`config.mk`:
```
export PLATFORM = sky130hd
export DESIGN_NAME = write_back_buffer
export DESIGN_NICKNAME = d
export VERILOG_FILES = /design/src/rtl/write_back_buffer_pkg.sv /design/src/rtl/wb_addr_cam.sv /design/src/rtl/write_back_buffer.sv
export SDC_FILE = /design/constraint.sdc
export NUM_CORES = 1
export LEC_CHECK = 0
export ABC_AREA = 1
export CAP_MARGIN = 20
export CORE_MARGIN = 8
export CORE_UTILIZATION = 55
export DETAILED_ROUTE_END_ITERATION = 16
export DONT_BUFFER_PORTS = 1
export GPL_ROUTABILITY_DRIVEN = 1
export PLACE_DENSITY = 0.8
export SYNTH_ARGS = -nofsm -noshare
export SYNTH_HDL_FRONTEND = slang
export SYNTH_SLANG_ARGS = --single-unit
export TNS_END_PERCENT = 5
```
`constraint.sdc`:
```
create_clock -name clk -period 3.8 [get_ports clk]
set_clock_uncertainty 0.15 [all_clocks]
set_input_delay 0.76 -clock clk [delete_from_list [all_inputs] [get_ports clk]]
set_output_delay 0.76 -clock clk [all_outputs]
set_load 0.02 [all_outputs]
```
`src/rtl/write_back_buffer_pkg.sv`:
```
// ============================================================================
// Module : write_back_buffer_pkg
// Purpose: Shared defaults, entry type and width helper for the write-back
//          buffer and its address CAM.
// Ports  : none (package)
// Rev    : 1.0  initial release
// ============================================================================
`default_nettype none

package write_back_buffer_pkg;

  localparam int WB_DATA_WIDTH = 32;
  localparam int WB_ADDR_WIDTH = 32;
  localparam int WB_DEPTH      = 4;
  localparam int WB_PTR_W      = $clog2(WB_DEPTH);

  // One buffer slot at the default geometry (word address drops bits [1:0]).
  typedef struct packed {
    logic                       valid;
    logic [WB_ADDR_WIDTH-3:0]   waddr;
    logic [WB_DATA_WIDTH-1:0]   data;
  } wb_entry_t;

  // Occupancy counter needs one extra bit so that "full" (== depth) is representable.
  function automatic int wb_cnt_w(input int depth);
    return $clog2(depth) + 1;
  endfunction

endpackage

`default_nettype wire

```
`src/rtl/wb_addr_cam.sv`:
```
// ============================================================================
// Module : wb_addr_cam
// Purpose: Fully associative compare of one word address against all buffer
//          entries. Returns a one-hot match vector and the matched entry's
//          data (zero when nothing matches).
// Ports  : valid      in   per-entry valid bits
//          waddr      in   per-entry word addresses
//          data       in   per-entry data words
//          cmp_addr   in   word address to search for
//          match      out  one-hot (or zero) match vector
//          match_data out  data of the matching entry
// Rev    : 1.0  initial release
// ============================================================================
`default_nettype none

module wb_addr_cam #(
  parameter int DEPTH = 4,
  parameter int AW    = 30,
  parameter int DW    = 32
) (
  input  logic [DEPTH-1:0]         valid,
  input  logic [DEPTH-1:0][AW-1:0] waddr,
  input  logic [DEPTH-1:0][DW-1:0] data,
  input  logic [AW-1:0]            cmp_addr,
  output logic [DEPTH-1:0]         match,
  output logic [DW-1:0]            match_data
);

  // The buffer coalesces pushes, so at most one bit of match is ever set;
  // an OR of masked data is therefore a correct mux.
  always_comb begin
    match      = '0;
    match_data = '0;
    for (int i = 0; i < DEPTH; i++) begin
      match[i] = valid[i] && (waddr[i] == cmp_addr);
      if (match[i]) begin
        match_data = match_data | data[i];
      end
    end
  end

endmodule

`default_nettype wire

```
`src/rtl/write_back_buffer.sv`:
```
// ============================================================================
// Module : write_back_buffer
// Purpose: Queues dirty-line evictions in a small circular FIFO, drains them
//          to RAM whenever the cache is not reading RAM, and forwards queued
//          data to miss fills so fills never observe stale RAM contents.
// Ports  : clk, rst                      clock, synchronous active-high reset
//          push_en/push_addr/push_data   eviction from the cache
//          full                          no free entry
//          lookup_en/lookup_addr/ram_rd  miss fill request and RAM read data
//          fill_data/fwd_hit             fill word and forward indication
//          ram_we/ram_addr/ram_wd        drain write request to RAM
//          ram_ready                     RAM accepts the drain write
//          overflow                      sticky: a push was dropped
// Rev    : 1.0  initial release
// ============================================================================
`default_nettype none

module write_back_buffer
  import write_back_buffer_pkg::*;
#(
  parameter int DATA_WIDTH     = WB_DATA_WIDTH,
  parameter int RAM_ADDR_WIDTH = WB_ADDR_WIDTH,
  parameter int DEPTH          = WB_DEPTH
) (
  input  logic                      clk,
  input  logic                      rst,
  input  logic                      push_en,
  input  logic [RAM_ADDR_WIDTH-1:0] push_addr,
  input  logic [DATA_WIDTH-1:0]     push_data,
  output logic                      full,
  input  logic                      lookup_en,
  input  logic [RAM_ADDR_WIDTH-1:0] lookup_addr,
  input  logic [DATA_WIDTH-1:0]     ram_rd,
  output logic [DATA_WIDTH-1:0]     fill_data,
  output logic                      fwd_hit,
  output logic                      ram_we,
  output logic [RAM_ADDR_WIDTH-1:0] ram_addr,
  output logic [DATA_WIDTH-1:0]     ram_wd,
  input  logic                      ram_ready,
  output logic                      overflow
);

  localparam int PTR_W = $clog2(DEPTH);
  localparam int CNT_W = wb_cnt_w(DEPTH);
  localparam int WAW   = RAM_ADDR_WIDTH - 2;
  localparam logic [CNT_W-1:0] DEPTH_CNT = CNT_W'(DEPTH);

  // Entry storage, kept as parallel arrays so the CAM can scan them directly.
  logic [DEPTH-1:0]                ent_valid;
  logic [DEPTH-1:0][WAW-1:0]       ent_waddr;
  logic [DEPTH-1:0][DATA_WIDTH-1:0] ent_data;

  logic [PTR_W-1:0] head;
  logic [PTR_W-1:0] tail;
  logic [CNT_W-1:0] count;
  logic             ovf;

  logic [DEPTH-1:0]      lookup_match;
  logic [DATA_WIDTH-1:0] lookup_data;
  logic [DEPTH-1:0]      push_match;
  logic [DATA_WIDTH-1:0] push_cam_data_unused;
  logic [3:0]            byte_off_unused;

  logic [DEPTH-1:0] head_onehot;
  logic [DEPTH-1:0] coalesce_vec;
  logic             pop;
  logic             coalesce;
  logic             alloc;
  logic             drop;

  assign byte_off_unused = {push_addr[1:0], lookup_addr[1:0]};

  wb_addr_cam #(
    .DEPTH (DEPTH),
    .AW    (WAW),
    .DW    (DATA_WIDTH)
  ) u_lookup_cam (
    .valid      (ent_valid),
    .waddr      (ent_waddr),
    .data       (ent_data),
    .cmp_addr   (lookup_addr[RAM_ADDR_WIDTH-1:2]),
    .match      (lookup_match),
    .match_data (lookup_data)
  );

  wb_addr_cam #(
    .DEPTH (DEPTH),
    .AW    (WAW),
    .DW    (DATA_WIDTH)
  ) u_push_cam (
    .valid      (ent_valid),
    .waddr      (ent_waddr),
    .data       (ent_data),
    .cmp_addr   (push_addr[RAM_ADDR_WIDTH-1:2]),
    .match      (push_match),
    .match_data (push_cam_data_unused)
  );

  // Drain request. The fill lookup owns the RAM port, and a reset cycle
  // must never leak a write of soon-to-be-discarded data.
  assign ram_we   = (count != '0) && !lookup_en && !rst;
  assign ram_addr = lookup_en ? lookup_addr : {ent_waddr[head], 2'b00};
  assign ram_wd   = ent_data[head];
  assign pop      = ram_we && ram_ready;

  assign fwd_hit   = lookup_en && (|lookup_match);
  assign fill_data = fwd_hit ? lookup_data : ram_rd;

  assign full     = (count == DEPTH_CNT);
  assign overflow = ovf;

  // A push hitting the entry that is leaving this cycle cannot be merged
  // into it (the RAM gets the old data); it becomes a fresh allocation.
  assign head_onehot  = DEPTH'(1) << head;
  assign coalesce_vec = push_match & ~(pop ? head_onehot : '0);
  assign coalesce     = push_en && (|coalesce_vec);
  assign alloc        = push_en && !coalesce && ((count != DEPTH_CNT) || pop);
  assign drop         = push_en && !coalesce && !alloc;

  always_ff @(posedge clk) begin
    if (rst) begin
      ent_valid <= '0;
      ent_waddr <= '0;
      ent_data  <= '0;
      head      <= '0;
      tail      <= '0;
      count     <= '0;
      ovf       <= 1'b0;
    end else begin
      if (pop) begin
        ent_valid[head] <= 1'b0;
        head            <= head + PTR_W'(1);
      end
      for (int i = 0; i < DEPTH; i++) begin
        if (coalesce && coalesce_vec[i]) begin
          ent_data[i] <= push_data;
        end
      end
      // Placed after the pop so that, when full, a same-cycle alloc into the
      // slot being vacated (tail == head) leaves it valid.
      if (alloc) begin
        ent_valid[tail] <= 1'b1;
        ent_waddr[tail] <= push_addr[RAM_ADDR_WIDTH-1:2];
        ent_data[tail]  <= push_data;
        tail            <= tail + PTR_W'(1);
      end
      count <= count + CNT_W'(alloc) - CNT_W'(pop);
      if (drop) begin
        ovf <= 1'b1;
      end
    end
  end

endmodule

`default_nettype wire

```
Word level (Yosys, flattened, before mapping):

Cells that the tools add are included.

* output and inout bits: 100
* word-level logic and storage cells: 103
* register bits after elaboration: 260
* bits of input ports: 133

* add/sub/neg operators: 4
* mux-type cells: 33
* eq/ne operators: 10
* reduce and logical (&&, ||, !) cells: 30
* bitwise gates (word level): 8
* shift-type cells: 1
* order comparisons: 4

Operators with widths (number)
* $mux 32: 16
* $eq 30x30->1: 8
* $bwmux 128: 1
* $mux 128: 1
* $bwmux 120: 1
* $or 32x32->32: 3
* $bmux 32 s2: 1
* $demux 32 s2: 1
* $bmux 30 s2: 1
* $demux 30 s2: 1
* $mux 30: 2
* $logic_and 1x1->1: 22
* $mux 4: 4
* $and 4x4->4: 2
* $not 4->4: 2
* $reduce_or 4->1: 2
* $lt 2x3->1 const B: 2
* $add 2x1->2 const B: 2
* $demux 1 s2: 2
* $ge 2x1->1 const B: 2
* $logic_not 1->1: 4
* $or 4x4->4: 1
* $shl 1x2->4 const A: 1
* $add 3x1->3: 1
* 6 further kinds: 7

Longest topological paths before layout:

Gate-level depths: netlist of the first run.

* depth in word-level cells: 14
* mapped depth: 19
* depth with buffers taken out: 18

By module:

From an unflattened synthesis of the first run, not the netlist that was laid out.

* cell total of the unflattened synthesis: 4549
* area total of the unflattened synthesis: 24598.6 um^2

By module, submodules not included
* write_back_buffer: sequential area each 5205.0 um^2, cells an instance 2787, instances 1, area each 15792.6 um^2
* wb_addr_cam: sequential area each 0.0 um^2, cells an instance 881, instances 2, area each 4403.0 um^2

Least setup slack after synthesis of the first run:

OpenSTA, ideal clock, no wires.

* path type: input-to-output
* start point: in lookup_addr[20]
* end point: out fill_data[18]
* buffers on the path: 2
* data required time: 2890 ps
* cell stages on the path: 12
* arrival: 2420 ps
* slack: 470 ps
* cells stage by stage: clkbuf_1 -> xor2_1 -> nor3_1 -> nand2_1 -> nor3_1 -> nand2_1 -> nand2_1 -> nor2_1 -> nor2_4 -> buf_4 -> nand2_1 -> nand2_1

* elaborated cells between the ends (all ways): 18

RTL lines
* start: declaration: line write_back_buffer.sv:32 `input logic [RAM_ADDR_WIDTH-1:0] lookup_addr,`
* $eq 30x30->1: line wb_addr_cam.sv:35 `match[i] = valid[i] && (waddr[i] == cmp_addr);`
* $logic_and 1x1->1: line wb_addr_cam.sv:35
* $reduce_or 4->1 (*): line write_back_buffer.sv:106 `assign fwd_hit = lookup_en && (|lookup_match);`
* $logic_and 1x1->1 (*): line write_back_buffer.sv:106
* named net fwd_hit: line write_back_buffer.sv:35 `output logic fwd_hit,`
* $mux 32 (*): line write_back_buffer.sv:107 `assign fill_data = fwd_hit ? lookup_data : ram_rd;`
* end: declaration: line write_back_buffer.sv:34 `output logic [DATA_WIDTH-1:0] fill_data,`

Mark *: on every way through the listed nets, which the timed path passes. The rest lies on a longest branch.

Worst setup path after layout of the first run:

* start point: reg ent_waddr[45] (netlist name)
* end point: out fill_data[31]

* word-level cells in the longest chain between the ends: 8
* elaborated cells between the ends (all ways): 10

RTL lines
* start: declaration: line write_back_buffer.sv:50 `logic [DEPTH-1:0][WAW-1:0] ent_waddr;`
* start signal: indexed assignment: line write_back_buffer.sv:143 `ent_waddr[tail] <= push_addr[RAM_ADDR_WIDTH-1:2];`
* $eq 30x30->1 (*): line wb_addr_cam.sv:35
* $logic_and 1x1->1 (*): line wb_addr_cam.sv:35
* $mux 32: line wb_addr_cam.sv:36 `if (match[i]) begin`
* $or 32x32->32: line wb_addr_cam.sv:37 `match_data = match_data | data[i];`
* $mux 32: line wb_addr_cam.sv:36
* $or 32x32->32: line wb_addr_cam.sv:37
* $mux 32: line wb_addr_cam.sv:36
* $mux 32 (*): line write_back_buffer.sv:107

Mark *: on every way between the ends. The rest lies on a longest branch, timed or not.

==> flow_summary.toml, run 1 <==
[run_status]
status = "finished, final reports clean"

[min_path]
hold_class = "in -> reg"

[synthesis]
async_flop_share_pct = 0
yosysTopAreaCellShare_pct = 29.3
syn_inst = 3037
ys_ff_latch = 260
synth_area_leaders = "dfxtp_1 29%, nand2_1 18%, nor2_1 9.8%"
netlist_area_um2 = 17800
synthFlopType = "dfxtp_1"
synth-edff-count = 0
avgSynthCellArea_um2 = 5.86
synth_top_area_cell = "dfxtp_1"
synth_nets = 3180
synth_cell_types = 40
synth-seq-area-share_pct = 29.3
yosys_warnings = 0

[setup_path]
cp.arrival_ps = 2850
cp-start-kind = "flip-flop"
required_ps = 2890
critPathKind = "reg -> out"
cp_max_fo = 11
end_kind = "output port"

[clocking]
numCtsBuffers = 30
clock_path_buffers = 3
cts_root_buffer = "clkbuf_16"
cts_tree = "done"
clock_sinks = 260
h-tree-depth = 1
worstSkewPairLatency_ps = 590
path_clk_slew_ps = 60

[die]
fp-row-count = 66
start_util_pct = 55.2
die_h_um = 196
fp.coreArea_um2 = 32200
die-area_um2 = 38300
top_level_ports = 233
die_w_um = 196

[global_route]
grt.total_usage_pct = 32.4
grt_pass1_vias = 18291
antenna_found_initial = 0
grt_max_degree = 244
grt_pass1_wl_mm = 100
globalRoute.totalOverflow = 0

[cells_and_area]
drive_gt1_share_pct = 8.58
antenna_cells = 0
synthToLayoutAreaGrowth_pct = 9.89
post-route-util_pct = 60.7
fin_nets = 3106

[timing]
relSlewSlack_pct = 20.6
slew_viol_final = 0
timing.final.crit_period_ps = 3760
setup_violations = 0
tns_ps = 0
final_hold_viol_count = 0
grt_setup_unrepaired = "yes"
finalCritPeriodShare_pct = 99.0
fmax_mhz = 266
worst_slew_pin_slew_ps = 1190

[routing]
wire_per_inst_um = 19.5
drc = 0
drt_iter0_drc = 2481
drtPass1Iterations = 6
vias_per_cell = 5.89
vias = 19959
final_antenna_net_count = 0
wirelength_mm = 66.0

[placed_design]
io_buffers = 0
hpwlAfterDp_mm = 43.9
place_congestion = 1.03

[power_and_ir_drop]
powerDensity_nw_per_um2 = 468
peakVddDrop_uv = 342
power.leakage_nw = 9.35
power_w = 0.00915

[run]
maxCapViolCount = 0
-- cells in the final DEF, fill, tap and decap left out, types with 4 or more instances in the layout --
cell type / instances
a21oi_1: 311
a31oi_1: 31
buf_12: 13
buf_4: 97
buf_6: 6
clkbuf_1: 9
clkbuf_16: 33
clkbuf_8: 8
clkinv_2: 5
dfxtp_1: 252
dfxtp_2: 7
ha_1: 9
inv_1: 297
inv_2: 19
nand2_1: 804
nand2_2: 34
nand3_1: 230
nand4_1: 62
nand4_4: 5
nor2_1: 462
nor2_4: 4
nor3_1: 5
nor3_2: 5
o21ai_0: 112
o22ai_1: 30
xnor2_1: 61
xor2_1: 35
-- routing by layer --
layer  vias to the layer above  part of all wire (%)  global-route usage [%]  wire (um)
met5                         -                     0                       0          0
met3                       221                    12                    6.82       8130
met1                      9044                    39                    42.0      25700
met4                         0                   4.8                    15.9       3200
li1                       9460                     -                       -          -
met2                      1234                    44                    50.5      29000
-- critical path: stages (launching register included) --
cell and delay [ps]:
dfxtp_1 350, xor2_1 240, a21oi_1 270, nand3_1 150, nor3_2 300, nand2_1 120, nand2_2 120, nor2_1 80
nor2_4 120, buf_12 140, buf_6 150, nand2_1 60, nand2_1 170
-- synth_stat cells (2+ instances only) --
master     number
buf_1           7
nor4_1          6
inv_1         302
o22ai_1        30
a21oi_1       311
buf_4          15
clkbuf_1      116
o2111ai_1       3
nor2_2          2
ha_1            9
o21ai_0       114
nor2_1        465
o21ai_1         2
nand2_1       837
inv_2          16
xnor2_1        62
nor3_1         11
nand4_1        62
nand3b_1        2
nand4_4         5
buf_2          80
nor2_4          2
dfxtp_1       260
buf_6           6
nand3_1       231
a31oi_1        31
o221ai_1        2
xor2_1         36
-- cell type report --
cell class	count	area, um^2
multi-input combinational	2233	10500
clock buffer	47	895
timing repair buffer	119	1130
tap	408	510
fill	3067	12700
clock inverter	5	50.0
sequential	260	5220
inverter	319	1210
-- power breakdown --
part | internal (W) | leakage [nW] | switching, W
clock network | 0.00160 | 0.465 | 0.00122
logic | 0.00105 | 6.76 | 0.00190
registers | 0.00306 | 2.12 | 0.000315
total | 0.00572 | 9.35 | 0.00343
-- final timing paths --
check                                     from            end  slack [ps]  cells past startpoint
worst max-delay path             ent_waddr[45]  fill_data[31]          40                     12
worst min-delay path                       rst       count[1]          80                      1
worst min register to register         tail[1]        tail[1]         350                      2
worst max register to register  ent_waddr[104]       count[2]         670                     18
-- sequential cells by signal, indices dropped and copies added (netlist names) --
name       cells
overflow       1
ent_valid      4
head           2
ent_data     128
ent_waddr    120
count          3
tail           2
-- metrics by stage --
stage	instance area, um^2	std cells	hold slack, ps	setup slack [ps]
finish	19500	3391	83.1	36.8
global route	19500	3391	76.1	-11.4
CTS	19300	3384	76.1	11.0
detailed placement	18300	3332	342	182
global placement	18300	3332	331	165
floorplan	17800	3037	324	470
-- timing repair --
item                                    4_1_cts  5_1_grt
gates resized for setup                       4       60
setup buffers                                 0        4
pin swaps                                     0       15
hold buffers                                  0        0
cloned                                        0        3
endpoints found under the setup margin       12       33
-- cell families (layout without fill, tap and decap cells) --
group / Yosys count / after routing / synth area share [%]
AOI/OAI and AO/OA: 498 / 498 / 14.7
and+or+nand+nor: 1627 / 1627 / 37.8
DFF: 260 / 260 / 29.3
buffers and inverters: 544 / 490 / 12.6
adders and majority gates: 10 / 10 / 0.746
xor gates and xnor gates: 98 / 98 / 4.83
Power figures use the tool's default switching activity.
==> run 2: changes to the inputs <==
- GPL_TIMING_DRIVEN: unset -> 0
==> run 2 against run 1 <==
Net effect:
- the run now ends with negative setup slack left
- combinational power grew 5%
- register-to-register slack worse by 500 ps
- fmax shrank 1.6%
- highest routed layer is now met5
==> flow_summary.toml, run 2 (same netlist as run 1, synthesis figures left out) <==
[routing]
wirelength_mm = 82.1
wire_per_inst_um = 23.3
wl_met1_mm = 31.2
final_antenna_net_count = 0
wl_met3_mm = 12.4
drc = 0
drtPass1Iterations = 9
top_layer = "met5"
vias_per_cell = 6.15
vias = 21675
met2_length_mm = 34.0
drt_iter0_drc = 3651

[run]
maxCapViolCount = 0

[power_and_ir_drop]
power_frac_comb_pct = 31.1
powerDensity_nw_per_um2 = 493
p_sw_share_pct = 39.0
p_clk_share_pct = 34.6
peakVddDrop_uv = 576
p_int_w = 0.00607
power.leakage_nw = 9.60
seqPwrFrac_pct = 34.3
power_switching_w = 0.00388
power_w = 0.00995

[timing]
worst_slew_pin_slew_ps = 922
fmax_mhz = 262
slew_viol_final = 0
relSlewSlack_pct = 38.5
setup_violations = 5
timing.final.crit_period_ps = 3820
finalCritPeriodShare_pct = 101
setup_ws_ps = -23.9
final_hold_viol_count = 0
fin_hold_ws_ps = 154
grt_setup_unrepaired = "yes"

[clocking]
cts_tree = "done"
clock_path_buffers = 3
clock_sinks = 260
worstSkewPairLatency_ps = 600
cts_root_buffer = "clkbuf_16"
numCtsBuffers = 31
path_clk_slew_ps = 60
h-tree-depth = 1

[cells_and_area]
largest_reg_flops = 128
design_area_um2 = 20200
reg.largest.list = "ent_data x128, ent_waddr x120, ent_valid x4"
drive_gt1_share_pct = 10.6
post-route-util_pct = 62.6
synthToLayoutAreaGrowth_pct = 13.4
final_common_cell = "nand2_1"
mostFrequentLayoutCells = "798 x nand2_1, 461 x nor2_1, 310 x a21oi_1"
fin_nets = 3232
top_register = "ent_data"

[global_route]
grt_pass1_vias = 19684
grt_max_degree = 16
grt.total_usage_pct = 40.6
grt_pass1_wl_mm = 121
globalRoute.totalOverflow = 0
antenna_found_initial = 5

[setup_path]
critPathKind = "reg -> out"
required_ps = 2890
cp_max_fo = 6
cp.arrival_ps = 2910
end_kind = "output port"
cp-start-kind = "flip-flop"

[placed_design]
hpwlAfterDp_mm = 60.5
io_buffers = 0
placed_area_um2 = 18300
pre_cts_slack_ps = -863
place_congestion = 1.08

[die]
fp-row-count = 66
die-area_um2 = 38300
die_h_um = 196
fp.coreArea_um2 = 32200
die_w_um = 196
start_util_pct = 55.2
top_level_ports = 233

[run_status]
status = "finished with violations"
violations = "negative setup slack"

[min_path]
hold_class = "in -> reg"
-- run 2: cell types whose count changed in the layout (fill, tap and decap cells not counted), sizes merged --
cell / before / now
buf: 116 / 127
bufinv: 0 / 8
clkbuf: 50 / 155
clkinv: 6 / 8
clkinvlp: 0 / 2
diode: 0 / 5
inv: 318 / 319
-- run 2: worst paths after layout --
path / from / end / slack [ps] / depth (start not counted)
setup / recovery: ent_waddr[61] / fill_data[31] / -20 / 14
hold / removal: push_data[3] / ent_data[3] / 150 / 2
setup reg to reg: head[1] / count[2] / 170 / 16
hold reg to reg: tail[1] / tail[1] / 360 / 2
-- run 2: repair_timing --
action	in CTS	in global routing
pin swaps	11	27
setup endpoints to repair	154	41
endpoints found under the hold margin	0	0
buffers inserted	11	8
cloned	0	2
hold buffers	0	0
resized for setup	92	86
-- run 2: metrics by stage --
stage / TNS (ps) / cells
after floorplan: 0 / 3037
after global placement: -24410 / 3445
after detailed placement: -26110 / 3445
after CTS: -76.3 / 3511
after global routing: -396 / 3524
final: -73.2 / 3525
-- run 2: layer usage --
layer | global-route usage [%] | vias to the layer above
met5 | 0 | -
met4 | 19.0 | 2
met3 | 10.6 | 307
met2 | 59.6 | 1770
met1 | 54.9 | 9862
li1 | - | 9734
-- run 2: power groups by stage --
stage	combinational [W]	sequential, W	clock [W]
2_1_floorplan	0.00211	0.00332	0
3_3_place_gp	0.00284	0.00343	0
3_5_place_dp	0.00289	0.00344	0
4_1_cts	0.00294	0.00339	0.00342
5_1_grt	0.00332	0.00344	0.00352
6_report	0.00309	0.00342	0.00344
-- run 2: critical path: stages, from the launching register on --
cell	delay, ps
dfxtp_2	370
inv_1	120
nand2_1	90
o21ai_0	80
nor2_1	260
nand4_1	190
nor3_2	200
nand4_1	150
nand2_2	130
nor2_1	70
nor2_4	120
buf_12	160
buf_8	130
nand2_1	110
nand2_2	140
-- run 2: cell type report --
cell class                 count  area [um^2]
fill                        3136        12000
multi-input combinational   2233        10700
sequential                   260         5230
inverter                     319         1200
buffer                       223         1150
clock buffer                  38          852
tap                          408          510
clock inverter                18          300
timing repair buffer          21          218
antenna                        5         12.5
